File: src/rtl/uart_tx_ctrl_if.sv
// Byte-write / serial-status bundle between the main controller and the UART transmitter.
// Pure wiring, no latency.
// No backpressure on txrdy; the writer watches full/ovr to pace itself.
interface uart_tx_ctrl_if;
  logic [7:0] txdw;
  logic       txrdy;
  logic       tx;
  logic       busy;
  logic       full;
  logic       done;
  logic       ovr;

  modport master (
    output txdw, txrdy,
    input  tx, busy, full, done, ovr
  );

  modport slave (
    input  txdw, txrdy,
    output tx, busy, full, done, ovr
  );
endinterface

File: src/rtl/uart_tx_ctrl.sv
// UART transmitter: 8 data bits LSB first, optional even/odd parity, one stop bit, one-byte holding register.
// Latency: write strobe at an edge -> start bit on tx from that same edge; each bit lasts BAUD_DIV cycles.
// No stall: a write while the holding register is occupied is dropped and raises the sticky ovr flag.
module uart_tx_ctrl #(
  parameter int BAUD_DIV = 5208,
  parameter int PARITY   = 0
) (
  input logic            clk,
  input logic            rst,
  uart_tx_ctrl_if.slave  link
);

  localparam int CW = $clog2(BAUD_DIV);
  localparam logic [CW-1:0] CNT_MAX = CW'(BAUD_DIV - 1);

  typedef enum logic [2:0] {
    S_IDLE,
    S_START,
    S_DATA,
    S_PARITY,
    S_STOP
  } state_t;

  state_t        state;
  logic [CW-1:0] cnt;
  logic [2:0]    idx;
  logic [7:0]    shreg;
  logic [7:0]    hold;
  logic          par;
  logic          tx_q;
  logic          busy_q;
  logic          full_q;
  logic          done_q;
  logic          ovr_q;

  logic bit_end;
  logic hand_off;

  // Parity of the byte being loaded; odd parity is the complement of even.
  function automatic logic parity_of(input logic [7:0] b);
    return (PARITY == 2) ? ~^b : ^b;
  endfunction

  assign bit_end  = (cnt == CNT_MAX);
  assign hand_off = (state == S_STOP) && bit_end;

  assign link.tx   = tx_q;
  assign link.busy = busy_q;
  assign link.full = full_q;
  assign link.done = done_q;
  assign link.ovr  = ovr_q;

  // Frame sequencer, bit timer, holding register and status flags.
  always_ff @(posedge clk) begin
    if (!rst) begin
      state  <= S_IDLE;
      cnt    <= '0;
      idx    <= '0;
      shreg  <= '0;
      hold   <= '0;
      par    <= 1'b0;
      tx_q   <= 1'b1;
      busy_q <= 1'b0;
      full_q <= 1'b0;
      done_q <= 1'b0;
      ovr_q  <= 1'b0;
    end else begin
      done_q <= 1'b0;
      cnt    <= bit_end ? '0 : cnt + 1'b1;

      // Writes during a frame go to the holding register. A write landing on
      // the stop-bit hand-off refills the slot being emptied; a write landing
      // there with the slot empty is loaded straight into the shifter below.
      if (link.txrdy && state != S_IDLE) begin
        if (full_q) begin
          if (hand_off) hold  <= link.txdw;
          else          ovr_q <= 1'b1;
        end else if (!hand_off) begin
          hold   <= link.txdw;
          full_q <= 1'b1;
        end
      end

      case (state)
        S_IDLE: begin
          cnt <= '0;
          if (full_q) begin
            state  <= S_START;
            shreg  <= hold;
            par    <= parity_of(hold);
            tx_q   <= 1'b0;
            busy_q <= 1'b1;
            full_q <= link.txrdy;
            if (link.txrdy) hold <= link.txdw;
          end else if (link.txrdy) begin
            state  <= S_START;
            shreg  <= link.txdw;
            par    <= parity_of(link.txdw);
            tx_q   <= 1'b0;
            busy_q <= 1'b1;
          end
        end
        S_START: begin
          if (bit_end) begin
            state <= S_DATA;
            idx   <= '0;
            tx_q  <= shreg[0];
          end
        end
        S_DATA: begin
          if (bit_end) begin
            if (idx == 3'd7) begin
              state <= (PARITY != 0) ? S_PARITY : S_STOP;
              tx_q  <= (PARITY != 0) ? par : 1'b1;
            end else begin
              idx   <= idx + 1'b1;
              shreg <= shreg >> 1;
              tx_q  <= shreg[1];
            end
          end
        end
        S_PARITY: begin
          if (bit_end) begin
            state <= S_STOP;
            tx_q  <= 1'b1;
          end
        end
        S_STOP: begin
          if (bit_end) begin
            done_q <= 1'b1;
            if (full_q) begin
              state  <= S_START;
              shreg  <= hold;
              par    <= parity_of(hold);
              tx_q   <= 1'b0;
              full_q <= link.txrdy;
            end else if (link.txrdy) begin
              state <= S_START;
              shreg <= link.txdw;
              par   <= parity_of(link.txdw);
              tx_q  <= 1'b0;
            end else begin
              state  <= S_IDLE;
              tx_q   <= 1'b1;
              busy_q <= 1'b0;
            end
          end
        end
        default: begin
          state  <= S_IDLE;
          tx_q   <= 1'b1;
          busy_q <= 1'b0;
        end
      endcase
    end
  end

endmodule

File: src/flat_wrapper.sv
// flat-port wrapper written by rule: the top's interface ports become plain ports
module uart_tx_ctrl_flat 
#(
  parameter int BAUD_DIV = 5208,
  parameter int PARITY   = 0
)
  (clk, rst, link_txdw, link_txrdy, link_tx, link_busy, link_full, link_done, link_ovr);
  uart_tx_ctrl_if link_i ();
  input logic clk;
  input logic rst;
  input wire logic [$bits(link_i.txdw)-1:0] link_txdw;
  input wire logic [$bits(link_i.txrdy)-1:0] link_txrdy;
  output wire logic [$bits(link_i.tx)-1:0] link_tx;
  output wire logic [$bits(link_i.busy)-1:0] link_busy;
  output wire logic [$bits(link_i.full)-1:0] link_full;
  output wire logic [$bits(link_i.done)-1:0] link_done;
  output wire logic [$bits(link_i.ovr)-1:0] link_ovr;
  assign link_i.txdw = link_txdw;
  assign link_i.txrdy = link_txrdy;
  assign link_tx = link_i.tx;
  assign link_busy = link_i.busy;
  assign link_full = link_i.full;
  assign link_done = link_i.done;
  assign link_ovr = link_i.ovr;
  uart_tx_ctrl #(.BAUD_DIV(BAUD_DIV), .PARITY(PARITY)) u_core (.clk(clk), .rst(rst), .link(link_i));
endmodule
File: config.mk
export PLATFORM = sky130hd
export DESIGN_NAME = uart_tx_ctrl_flat
export DESIGN_NICKNAME = d
export VERILOG_FILES = /design/src/rtl/uart_tx_ctrl_if.sv /design/src/rtl/uart_tx_ctrl.sv /design/src/flat_wrapper.sv
export SDC_FILE = /design/constraint.sdc
export NUM_CORES = 1
export LEC_CHECK = 0
export ABC_CLOCK_PERIOD_IN_PS = 2200
export CAP_MARGIN = 30
export CORE_MARGIN = 2
export CORE_UTILIZATION = 51
export DETAILED_ROUTE_END_ITERATION = 8
export HOLD_SLACK_MARGIN = 0.15
export PLACE_DENSITY = 0.74
export SLEW_MARGIN = 10
export SYNTH_ARGS = -nofsm -noshare
export SYNTH_HDL_FRONTEND = slang
export SYNTH_SLANG_ARGS = --single-unit
File: constraint.sdc
create_clock -name clk -period 2.2 [get_ports clk]
set_clock_uncertainty 0.15 [all_clocks]
set_input_delay 0.44 -clock clk [delete_from_list [all_inputs] [get_ports clk]]
set_output_delay 0.44 -clock clk [all_outputs]
set_load 0.05 [all_outputs]
==> results of run 1 <==
## report_power, final
part,internal (mW),switching [mW]
clock network,0.256,0.246
registers,0.750,0.0194
logic,0.0844,0.102
## cells in the mapped netlist (2+ instances only)
cell / n
nor3_1: 3
dfxtp_1: 40
ha_1: 3
nor3b_1: 2
clkbuf_1: 9
a21boi_0: 3
nand2b_1: 2
mux2i_1: 9
buf_2: 3
nor2_1: 23
o21a_1: 2
xor2_1: 7
o22ai_1: 2
or3_1: 5
nand3_1: 21
inv_1: 3
o211ai_1: 2
buf_1: 2
nand2_1: 33
o21ai_0: 28
nand4_1: 4
nand3_2: 2
a21oi_1: 5
o21ai_2: 2
xnor2_1: 2
## logic make-up after synthesis
kind of cell | share of synthesized area [%]
simple gates | 26.3
compound gates | 17.5
mux | 4.62
flops | 41.1
fa+ha+maj | 1.93
xor+xnor | 4.05
buf+inv | 4.43
## cell usage in the layout, fill, tap and decap left out, types with 4 or more instances in the layout
cell / synthesis / final
a21oi_1: 5 / 5
buf_4: 1 / 17
clkbuf_8: 0 / 6
clkdlybuf4s50_1: 0 / 14
dfxtp_1: 40 / 39
mux2i_1: 9 / 9
nand2_1: 33 / 33
nand3_1: 21 / 21
nand4_1: 4 / 4
nor2_1: 23 / 23
o21ai_0: 28 / 27
or3_1: 5 / 4
xor2_1: 7 / 7
## critical path: stages, from the launching register on
cell and delay (ps):
dfxtp_1 320, or4b_4 550, or3_4 420, o221ai_4 240, buf_12 170, nand3_1 70, o21ai_0 70
## worst paths after layout
check	slack, ps	start	endpoint	cells past startpoint
worst max-delay path	140	u_core.cnt[8]	u_core.hold[1]	6
worst min-delay path	310	u_core.hold[0]	u_core.hold[0]	2
worst max register to register	140	u_core.cnt[8]	u_core.hold[1]	6
worst min register to register	310	u_core.hold[0]	u_core.hold[0]	2
## metal layers
layer / share of wire (%) / routed length (microns) / GRT usage, %
met1: 49 / 1830 / 26.3
met2: 45 / 1660 / 31.3
met3: 4.2 / 156 / 5.11
met4: 2.1 / 77 / 8.59
met5: 0 / 0 / 0
## final cells by class
| class | count | area share, % |
|---|---|---|
| Multi-Input combinational cell | 178 | 45.4 |
| Sequential cell | 40 | 33.9 |
| Inverter | 3 | 0.476 |
| Timing Repair Buffer | 34 | 13.9 |
| Clock buffer | 8 | 3.81 |
| Tap cell | 48 | 2.54 |
## registers in the layout, indices dropped and copies added (netlist names), 3 cells and up
| register | flops |
|---|---|
| u_core.cnt | 13 |
| u_core.hold | 8 |
| u_core.shreg | 8 |
| u_core.idx | 3 |
| u_core.state | 3 |
==> results.json, run 1 <==
{
  "cts.sinks": 40,
  "instances_no_fill": 311,
  "synthFlopType": "dfxtp_1",
  "grt_pass1_vias": 1517,
  "peakVddDrop_v": 0.000457,
  "hp-class": "reg2reg",
  "dp_hpwl_microns": 2620,
  "dp.cells": 303,
  "antenna_cells": 0,
  "required_ps": 2270,
  "dieArea_sq_um": 4330,
  "finish.net_count": 276,
  "synth_top_area_share_pct": 41.1,
  "grt_pass1_wl_microns": 6710,
  "cts_htree_levels": 2,
  "drc": 0,
  "fin_util_pct": 64.6,
  "initial_core_util_pct": 53.2,
  "syn_nets": 251,
  "dr.pass1.iters": 4,
  "overflow": 0,
  "slew_headroom_pct": 65.2,
  "ys_async_sr_fraction_pct": 0,
  "ios": 16,
  "ant_nets": 0,
  "grt_max_degree": 30,
  "ys_seq_area_share_pct": 41.1,
  "die_w_microns": 65.8,
  "clock_path_buffers": 2,
  "crit_fanout": 16,
  "synth.cell_area_sq_um": 1950,
  "post-route-cell-area_sq_um": 2360,
  "vias": 1684,
  "ctsResizeCount": 0,
  "grt_use_total_pct": 20.1,
  "ys_ff_latch": 40,
  "p_leak_nw": 0.796,
  "ys_types": 45,
  "synth_top_area_cell": "dfxtp_1",
  "worstPathArrival_ps": 2130,
  "tightestPinTransition_ps": 520,
  "p_per_area_nw_per_um2": 617,
  "synth-edff-count": 0,
  "fmax_ghz": 0.484,
  "place_area_sq_um": 2260,
  "gp_congestion": 0.894,
  "critical_path_class": "reg2reg",
  "regArea_sq_um": 802,
  "clk_pin_slew_ps": 70,
  "post_cts_buffers": 0,
  "antenna_found_initial": 0,
  "clk_latency_ps": 290,
  "min_period_ps": 2060,
  "fin_ws_ps": 136,
  "setup_viol_count_final": 0,
  "total_power_mw": 1.46,
  "synth_area_per_cell_sq_um": 8.22,
  "drive_gt1_share_pct": 14.4,
  "core-area_sq_um": 3660,
  "cts_tree": "done",
  "cts_hold_buffers": 0,
  "syn_inst": 237,
  "end_kind": "register",
  "pre_cts_ws_ps": 33.6,
  "drt-initial-drc-count": 151,
  "die_h_microns": 65.8,
  "yosys_warnings": 0,
  "holdWs_ps": 306,
  "fin_crit_sh_pct": 93.8,
  "multi_input_area_sq_um": 1070,
  "portBuffers": 15,
  "fin_setup_tns_ps": 0,
  "rows": 22,
  "outcome": "complete, no violations",
  "maxCapViolCount": 0,
  "via_per_inst": 5.41,
  "cts-root-buf": "clkbuf_8",
  "fillers": 330,
  "numCtsBuffers": 5,
  "hold_viol": 0,
  "yosys-top-cells-area": "dfxtp_1 41%, o21ai_0 7.2%, nand2_1 6.4%",
  "startpoint_type": "register",
  "syn2layout_area_growth_pct": 21.3,
  "wirelength_microns": 3720,
  "wl_per_cell_microns": 12.0,
  "slew_viol_final": 0
}
Note: power is estimated with default switching activity, not from simulation.
==> run 2, diff against run 1 <==
--- a/config.mk
+++ b/config.mk
@@ -12,6 +12,7 @@
 export DETAILED_ROUTE_END_ITERATION = 8
 export HOLD_SLACK_MARGIN = 0.15
 export PLACE_DENSITY = 0.74
+export SKIP_CTS_REPAIR_TIMING = 1
 export SLEW_MARGIN = 10
 export SYNTH_ARGS = -nofsm -noshare
 export SYNTH_HDL_FRONTEND = slang
==> results of run 2 <==
Final layout, timing and power as in run 1 (identical DEF).
